<file path="src/rtl/contador_pkg.sv">
// ---------------------------------------------------------------------------
// contador_pkg
// Shared constants and helpers for the parametrised up/down counter family.
//   CNT_UP / CNT_DOWN    : meaning of the up_down input
//   MODE_WRAP / MODE_SAT : meaning of the sat_mode input
//   clamp_load()         : limits a load value to the programmed modulus
// ---------------------------------------------------------------------------
package contador_pkg;

   localparam logic CNT_UP    = 1'b1;
   localparam logic CNT_DOWN  = 1'b0;
   localparam logic MODE_WRAP = 1'b0;
   localparam logic MODE_SAT  = 1'b1;

   // Widest counter supported; clamp_load works at this width so that one
   // function serves every WIDTH instance.
   localparam int CLAMP_W = 16;

   function automatic logic [CLAMP_W-1:0] clamp_load(input logic [CLAMP_W-1:0] value,
                                                      input logic [CLAMP_W-1:0] max);
      return (value > max) ? max : value;
   endfunction

endpackage

</file>
<file path="src/rtl/modulo_ff_t_sload.sv">
// ---------------------------------------------------------------------------
// modulo_ff_t_sload
// One counter bit: a T flip-flop with synchronous load and count enable.
//   clk       : rising-edge clock
//   clr       : asynchronous active-low reset, forces q to RESET_BIT
//   enable    : allows the toggle input to act
//   toggle    : flip q on the next edge when enabled
//   load      : synchronous load strobe, overrides enable/toggle
//   load_data : value taken on a load
//   q         : stored bit
// ---------------------------------------------------------------------------
module modulo_ff_t_sload #(
   parameter logic RESET_BIT = 1'b0
) (
   input  logic clk,
   input  logic clr,
   input  logic enable,
   input  logic toggle,
   input  logic load,
   input  logic load_data,
   output logic q
);

   logic q_q;
   logic q_d;

   // Next-state selection: a load always wins, otherwise the bit flips only
   // when both the counter is enabled and the toggle chain says so.
   always_comb begin
      q_d = q_q;
      if (load) begin
         q_d = load_data;
      end else if (enable && toggle) begin
         q_d = ~q_q;
      end
   end

   // Bit storage with asynchronous clear to the slice's share of the reset value.
   always_ff @(posedge clk or negedge clr) begin
      if (!clr) begin
         q_q <= RESET_BIT;
      end else begin
         q_q <= q_d;
      end
   end

   assign q = q_q;

endmodule

</file>
<file path="src/rtl/modulo_contador_param_up_down_mod.sv">
// ---------------------------------------------------------------------------
// modulo_contador_param_up_down_mod
// WIDTH-bit up/down counter over the range 0..MAX_COUNT built from T-FF
// slices, with synchronous load, wrap/saturate mode and registered flags.
//   clk      : rising-edge clock
//   clr      : asynchronous active-low reset (q=RESET_VALUE, tc=0, ovf=0)
//   enable   : count enable; hold when 0
//   up_down  : 1 = count up, 0 = count down
//   load     : synchronous load strobe, highest priority
//   e_load   : load value, clamped to MAX_COUNT
//   sat_mode : 0 = wrap at limits, 1 = saturate at limits
//   clr_ovf  : synchronous clear of the sticky overflow flag
//   q        : current count
//   tc       : one-cycle pulse the cycle after a limit event
//   at_limit : combinational, q is at the limit for the current direction
//   ovf      : sticky, set by any limit event
// ---------------------------------------------------------------------------
module modulo_contador_param_up_down_mod
   import contador_pkg::*;
#(
   parameter int WIDTH       = 7,
   parameter int MAX_COUNT   = (1 << WIDTH) - 1,
   parameter int RESET_VALUE = 0
) (
   input  logic             clk,
   input  logic             clr,
   input  logic             enable,
   input  logic             up_down,
   input  logic             load,
   input  logic [WIDTH-1:0] e_load,
   input  logic             sat_mode,
   input  logic             clr_ovf,
   output logic [WIDTH-1:0] q,
   output logic             tc,
   output logic             at_limit,
   output logic             ovf
);

   localparam logic [WIDTH-1:0] MAX_V   = WIDTH'(MAX_COUNT);
   localparam logic [WIDTH-1:0] RESET_V = WIDTH'(RESET_VALUE);

   logic [WIDTH-1:0] count_q;
   logic [WIDTH-1:0] carry;
   logic [WIDTH-1:0] borrow;
   logic [WIDTH-1:0] toggle_vec;
   logic [WIDTH-1:0] load_val;
   logic             limit_event;
   logic             tc_q;
   logic             tc_d;
   logic             ovf_q;
   logic             ovf_d;

   assign at_limit    = (up_down == CNT_UP) ? (count_q == MAX_V) : (count_q == '0);
   // A load suppresses the limit event even when the counter sits at a limit.
   assign limit_event = enable && !load && at_limit;

   assign load_val = WIDTH'(clamp_load(CLAMP_W'(e_load), CLAMP_W'(MAX_COUNT)));

   // Bit i toggles when all lower bits are 1 (up) or all lower bits are 0 (down).
   assign carry[0]  = 1'b1;
   assign borrow[0] = 1'b1;
   for (genvar i = 1; i < WIDTH; i++) begin : g_chain
      assign carry[i]  = carry[i-1]  &  count_q[i-1];
      assign borrow[i] = borrow[i-1] & ~count_q[i-1];
   end

   // At a limit the ripple chain is replaced: saturate freezes every bit,
   // wrap flips exactly the bits that turn the current value into the
   // opposite limit (MAX -> 0 going up, 0 -> MAX going down). This is what
   // makes a modulus smaller than 2**WIDTH work.
   always_comb begin
      toggle_vec = (up_down == CNT_UP) ? carry : borrow;
      if (at_limit) begin
         if (sat_mode == MODE_SAT) begin
            toggle_vec = '0;
         end else if (up_down == CNT_UP) begin
            toggle_vec = count_q;
         end else begin
            toggle_vec = MAX_V;
         end
      end
   end

   for (genvar i = 0; i < WIDTH; i++) begin : g_slice
      modulo_ff_t_sload #(
         .RESET_BIT(RESET_V[i])
      ) u_slice (
         .clk       (clk),
         .clr       (clr),
         .enable    (enable),
         .toggle    (toggle_vec[i]),
         .load      (load),
         .load_data (load_val[i]),
         .q         (count_q[i])
      );
   end

   // Flag next state: tc mirrors this cycle's limit event; a limit event
   // takes precedence over clr_ovf so an overflow is never lost.
   always_comb begin
      tc_d  = limit_event;
      ovf_d = ovf_q;
      if (limit_event) begin
         ovf_d = 1'b1;
      end else if (clr_ovf) begin
         ovf_d = 1'b0;
      end
   end

   // Flag registers share the counter's asynchronous clear.
   always_ff @(posedge clk or negedge clr) begin
      if (!clr) begin
         tc_q  <= 1'b0;
         ovf_q <= 1'b0;
      end else begin
         tc_q  <= tc_d;
         ovf_q <= ovf_d;
      end
   end

   assign q   = count_q;
   assign tc  = tc_q;
   assign ovf = ovf_q;

endmodule

</file>
<file path="config.mk">
export PLATFORM = sky130hd
export DESIGN_NAME = modulo_contador_param_up_down_mod
export DESIGN_NICKNAME = d
export VERILOG_FILES = /design/src/rtl/contador_pkg.sv /design/src/rtl/modulo_ff_t_sload.sv /design/src/rtl/modulo_contador_param_up_down_mod.sv
export SDC_FILE = /design/constraint.sdc
export NUM_CORES = 1
export LEC_CHECK = 0
export CAP_MARGIN = 30
export CORE_MARGIN = 10
export CORE_UTILIZATION = 34
export CTS_BUF_LIST = sky130_fd_sc_hd__clkbuf_4
export DETAILED_ROUTE_END_ITERATION = 7
export GPL_TIMING_DRIVEN = 0
export PLACE_DENSITY = 0.72
export SLEW_MARGIN = 20
export SYNTH_ARGS = -nofsm -noshare
export SYNTH_HDL_FRONTEND = slang
export SYNTH_HIERARCHICAL = 1
export SYNTH_SLANG_ARGS = --single-unit
</file>
<file path="constraint.sdc">
create_clock -name clk -period 3.29 [get_ports clk]
set_clock_uncertainty 0.1 [all_clocks]
set_input_delay 0.8225 -clock clk [delete_from_list [all_inputs] [get_ports clk]]
set_output_delay 0.8225 -clock clk [all_outputs]
set_load 0.01 [all_outputs]
</file>
==> summary by stage, run 1 <==
Synth
Sorting the synthesized cells by area gives the leading types as sky130_fd_sc_hd__dfrtp_1, sky130_fd_sc_hd__and4bb_1, sky130_fd_sc_hd__a221o_1. After synthesis, the share of flip-flops with an asynchronous set or reset is 1.00. The number of enable flip-flop cells after synthesis is 0. The top-area cell type share of the netlist area is 0.304. The synthesized net count is 92. The mean instance size in the synthesized netlist is 9.62 um2. Counting instances in the post-synthesis netlist gives the leading cell types as sky130_fd_sc_hd__dfrtp_1, sky130_fd_sc_hd__nand2_1, sky130_fd_sc_hd__a221o_1, sky130_fd_sc_hd__and2b_1, sky130_fd_sc_hd__and4bb_1. The cell type with the highest aggregate area in the netlist is sky130_fd_sc_hd__dfrtp_1. The main flop type after synthesis is sky130_fd_sc_hd__dfrtp_1. The synthesized design contains 9 register bits. Synthesis produced 77 cells.

The count of warnings emitted by yosys is 6. The proportion of synthesized chip area in sequential cells is 0.304. Synthesis instantiated 27 different standard cells from the library. The mapped cell area is 741 um2.

Timing
Setup violations remaining at the end of the flow were counted as 0. Adding up every negative setup slack in the final design gives 0 ps. The post-route worst hold slack is 440 ps.

The final-report max-slew violation count is 0. The minimum period implied by the final worst setup slack is 3220 ps. Setup repair after global routing left no endpoint under its margin. The fmax is 0.310 GHz. Dividing the final minimum period by the clock period gives 0.979. Setup slack closes at 67.5 ps. For the pin with the worst max-slew slack, the measured transition is 665 ps.

The final hold violation count came to 0. Headroom to the max-slew limit came out at 0.556.

Floorplanning
The die is 66.7 um wide. The core footprint is 2020 um2. The floorplan step defined a die boundary enclosing 4450 um2. Measured along the y axis, the die boundary spans 66.7 um.

The number of rows in the core area is 16. For this configuration, the core starts out at a cell density of 0.366. 24 I/O pins were placed.

Global route
Across every metal layer, demand over resource in global routing totals 0.0925. The first-pass GRT wire length is 3220 um. The met2 usage is 0.159. The global routing usage on met3 is 0.0134. Entering global routing, the biggest net connects 24 pins. Global routing finished with a remaining overflow of 0.

The most utilized layer in the global route result is met2. The initial antenna violation count is 0. The met1 routing resource usage after global routing is 0.102.

The number of global-route vias before repair is 692.

Worst setup path
STA classifies the critical path endpoint as a primary output. In this run the worst path has a maximum fanout of 7. The startpoint of the worst setup timing path is up_down. The worst setup path is of the primary input to primary output kind. Data on the critical path is required at its endpoint by 2370 ps. STA classifies the critical path startpoint as a primary input. The timing endpoint of the critical path is at_limit. Data on the critical path arrives at its endpoint at 2300 ps.

Across all register-to-register paths, the minimum setup slack is 760 ps. In this run the critical register-to-register path is launched from g_slice[1].u_slice/q. The endpoint identified for the worst register-to-register timing path is g_slice[1].u_slice/q.

The worst reg-to-reg path cell count is 7.

Cells and area
The finished cells cover 1060 um2. The number of antenna repair diodes is 0. Of the cells placed in the final design, the portion with a size suffix greater than 1 is 0.132. The net count of the finished layout is 122. Excluding fillers, the count of instances in the completed layout stands at 133.

The signed area change from the synthesized netlist to the final layout is 43.1%. Once layout is complete, the utilization of the core stands at 0.524.

Route
Dividing the detail-routed wire length by the instance count gives 15.2 um. The detailed-route DRC error count is 0. The total number of vias is 718. For this run, the detailed router's first-pass iteration total came to 6. After the first detailed-routing iteration, the DRC count stood at 38. The number of routed nets with antenna violations is 0. The average vias per placed instance is 5.40.

For this block, the routed nets add up to 2020 um of wire.

Power and ir drop
For this design the ratio of total power to cell area is 330 nW/um2. Across the VDD grid, the largest voltage drop is 0.180 mV. Summed over all cells, the static leakage comes to 0.445 nW.

Summing internal, switching and leakage power gives 350 uW.

Run
Max-cap violations in this run came to 0.

Clock network
CTS saw 9 sinks. The clock tree from TritonCTS is built. Counting along the longest clock path gives a buffer depth of 2. The latest clock arrival within the worst-skew pair is 250 ps. In this run the number of H-tree levels came out at 1.

Clock-pin slew was measured on the worst setup and hold paths at 60 ps. The tree is rooted in a sky130_fd_sc_hd__clkbuf_4. The number of clock buffers inserted by TritonCTS is 3. The cts-stage hold buffer count is 0.

Placed design
The number of placed instances, taps included is 127. The final weighted congestion in routability-driven placement is 0.791. The wire-length estimate of the detail-placed layout is 1500 um. Once placement finished, the instance area stood at 1000 um2. Prior to clock tree synthesis, the placed netlist has a worst setup slack of -542 ps. In this run the tool buffered the top-level ports with 23 buffer cells.

Min path
The tightest min-delay check is of the register to register type.

Outcome
The run finished with clean final reports.
-- layer usage --
| layer | vias to the layer above | wire [um] |
|---|---|---|
| li1 | 362 | - |
| met1 | 336 | 856 |
| met2 | 18 | 1020 |
| met3 | 2 | 113 |
| met4 | 0 | 34 |
| met5 | - | 0 |
-- timing repair --
item                                    CTS  global route
buffers inserted                          1             1
pin swaps                                 1             2
gates cloned                              0             0
gates resized for setup                   4             1
hold endpoints to repair                  0             0
endpoints found under the setup margin    1             1
-- final cells by class --
type / instances / area [um2]
timing repair buffer: 25 / 244
inverter: 5 / 18.8
tap: 27 / 33.8
fill: 190 / 962
clock buffer: 4 / 30.0
sequential: 9 / 225
multi-input combinational: 63 / 508
-- layout by cell type (no fill, tap or decap), drive strengths merged, types with 3 or more instances in the layout --
master,n
or3,3
dfrtp,9
a221o,7
and2b,7
inv,5
a21oi,4
nand2,9
and4bb,7
nand3,4
clkdlybuf4s50,21
clkbuf,4
nor2,5
-- kinds of logic after synthesis --
group	after synthesis	share of synthesized area
buf+inv	5	0.0253
mux	2	0.0287
fa+ha+maj	1	0.0169
compound gates	19	0.233
simple gates	41	0.392
flops	9	0.304
-- worst max-delay path, stage by stage --
cell and delay (ps):
sky130_fd_sc_hd__dlygate4sd2_1 300, sky130_fd_sc_hd__or4_4 550, sky130_fd_sc_hd__nor3_4 160, sky130_fd_sc_hd__a22oi_2 130
sky130_fd_sc_hd__inv_1 100, sky130_fd_sc_hd__clkdlybuf4s15_1 240
-- registers in the layout, indices dropped and copies added (netlist names) --
name / flops
ovf: 1
tc: 1
g_slice.u_slice/q: 7
-- worst min-delay path by stage --
stage	endpoint	slack, ps	cells past startpoint	from
after floorplan	g_slice[0].u_slice/q	430	0	clr
after global placement	ovf	420	2	ovf
after detailed placement	ovf	430	2	ovf
after CTS	ovf	440	2	ovf
after global routing	ovf	480	2	ovf
final	ovf	440	2	ovf
-- report_power, final --
part | internal (mW) | switching, mW
combinational | 0.0674 | 0.0454
sequential | 0.121 | 0.0249
clock | 0.0548 | 0.0362
total | 0.243 | 0.107
(Power assumes the default switching activity.)
==> run 2: changes to the inputs <==
Settings changed: PLACE_DENSITY 0.72 to not set, PLACE_DENSITY_LB_ADDON set to 0.12.
==> summary by stage, run 2 (same netlist as run 1, synthesis figures left out) <==
Cells and area
The number of antenna repair diodes is 0 (unchanged). The final standard cell area without fillers is 1050 um2 (-0.47%). In the layout the commonest cells are sky130_fd_sc_hd__clkdlybuf4s50_1, sky130_fd_sc_hd__nand2_1, sky130_fd_sc_hd__dfrtp_1.

The flip-flop count of the largest register, all copies and words added is 7 (unchanged). The signed area change from the synthesized netlist to the final layout is 42.4%. The most frequent standard cell in the layout excluding fill and tap cells is sky130_fd_sc_hd__clkdlybuf4s50_1.

The net total in the final layout came to 122 (unchanged). The fraction of layout instances using a drive strength above 1 was 0.142 (+0.00943). The post-layout instance count excluding filler cells is 133 (unchanged).

The number of fillers in the final layout is 205 (+7.9%).

Route
The number of routed nets with antenna violations is 0 (unchanged). The number of iterations in the first detailed-routing pass came to 4 (-2). The average wire per standard cell is 14.6 um (-3.9%). The detailed-route DRC error count is 0 (unchanged). The total number of vias was 727 (+1.3%). The total length of routed wires came to 1940 um (-3.9%).

The count of routing violations after the opening detailed-route iteration is 16 (-58%). The average vias per placed instance is 5.47 (+1.3%).

Run
The count of maximum capacitance violations is 0 (unchanged).

Clock network
The clock net sink count is 9 (unchanged). The clock tree from TritonCTS is built. The clock-pin transition on the worst setup and hold timing paths is 60 ps (about the same).

The cts-stage hold buffer count is 0 (unchanged). The maximum level of the CTS H-tree is 1 (unchanged). The maximum clock path buffer count is 2 (unchanged).

The number of clock buffers inserted by TritonCTS is 3 (unchanged). The root buffer cell is sky130_fd_sc_hd__clkbuf_4. The latest clock arrival within the worst-skew pair is 270 ps (+20 ps).

Min path
The tightest min-delay check is of the register to register type.

Floorplanning
The overall die width is 66.7 um (unchanged). The initial core utilization came to 0.366 (unchanged). The die outline height came to 66.7 um (unchanged). The number of rows in the core area came to 16 (unchanged).

The core footprint is 2020 um2 (unchanged). The full die area came to 4450 um2 (unchanged). The number of placed I/O pins is 24 (unchanged).

Timing
The post-route worst hold slack is 436 ps (-4.16 ps). The final-report max-slew violation count is 0 (unchanged). The count of endpoints failing setup in the final report is 0 (unchanged). The fmax is 0.318 GHz (+2.6%). The final critical-path share of the clock period is 0.955 (-0.0244). The minimum period implied by the final worst setup slack is 3140 ps (-80.2 ps). The actual slew at the worst max-slew pin is 666 ps (+1.39 ps).

The final hold violation count came to 0 (unchanged). The sum of negative setup slack is 0 ps (unchanged). Setup repair after global routing left no endpoint under its margin.

The relative max-transition margin was 0.555 (-0.000929).

Global route
The number of global-route vias before repair is 737 (+6.5%). The first-pass GRT wire length came to 3280 um (+1.9%). The final global-route overflow total is 0 (unchanged). The initial antenna violation count came to 0 (unchanged).

The global routing usage summed across all routing layers came to 0.0935 (+0.000982). The maximum number of pins on one net before global-route repair is 24 (unchanged).

Power and ir drop
The power per unit of standard cell area is 337 nW/um2 (+2.2%). The peak supply drop is 0.220 mV (+22%). The leakage power total is 0.446 nW (+0.17%).

Worst setup path
The highest fanout seen on the critical path is 7 (unchanged). The worst setup path is captured at a primary output. STA classifies the critical path startpoint as a primary input. The arrival time at the worst endpoint came to 2220 ps (-80 ps). The required time at the worst-slack endpoint came to 2370 ps (about the same). The critical path in this run is classified as primary input to primary output.

Placed design
The HPWL reported at the end of detailed placement is 1400 um (-6.7%). The number of input and output port buffers inserted is 23 (unchanged). The final weighted congestion in routability-driven placement is 0.762 (-3.6%). The post-detailed-placement cell area is 1000 um2 (unchanged). The number of placed instances, taps included is 127 (unchanged).

Outcome
The flow ran to the end, and the final reports show no timing, DRC or antenna violations.
## run 2: cell type report
class	instances	area, um2	area share
multi-input cells	63	508	0.482
inverters	5	18.8	0.0178
repair buffers	25	239	0.227
clock buffers	4	30.0	0.0285
flip-flops and latches	9	225	0.214
well taps	27	33.8	0.0320
## run 2: path summary, 6_finish.rpt
kind	start	to	slack (ps)	cells past startpoint
setup reg to reg	g_slice[1].u_slice/q	g_slice[3].u_slice/q	800	7
setup / recovery	up_down	at_limit	150	6
max in group asynchronous	clr	g_slice[3].u_slice/q	2020	1
hold reg to reg	ovf	ovf	440	2
min in group asynchronous	clr	g_slice[0].u_slice/q	760	1
hold / removal	ovf	ovf	440	2
## run 2: repair_timing
item	in CTS	in global routing
setup endpoints to repair	1	1
endpoints found under the hold margin	0	0
resized for setup	4	2
pin swaps	1	1
buffers inserted	1	1
## run 2: critical path, stage by stage
cell and delay [ps]:
sky130_fd_sc_hd__dlygate4sd2_1 300, sky130_fd_sc_hd__or4_4 550, sky130_fd_sc_hd__nor3_4 210, sky130_fd_sc_hd__a22oi_2 130, sky130_fd_sc_hd__inv_1 80, sky130_fd_sc_hd__clkbuf_2 130
## run 2: per-layer routing
metal,vias to the layer above,track usage,wire [um],share of wire
met4,0,0.0393,33,0.017
met2,22,0.152,917,0.47
met3,2,0.0385,135,0.070
li1,361,-,-,-
met1,342,0.105,854,0.44
met5,-,0,0,0
## run 2: through the flow
step	setup slack, ps	util	power, mW
CTS	57.6	0.520	0.358
global placement	-503	0.497	0.253
finish	148	0.522	0.356
global route	51.9	0.522	0.376
detailed placement	-505	0.497	0.255
floorplan	673	-	0.198
## run 2: power breakdown
part	switching (mW)	leakage, nW	internal [mW]
Sequential	0.0244	0.113	0.121
Combinational	0.0441	0.315	0.0671
Clock	0.0443	0.0184	0.0552
Total	0.113	0.446	0.243
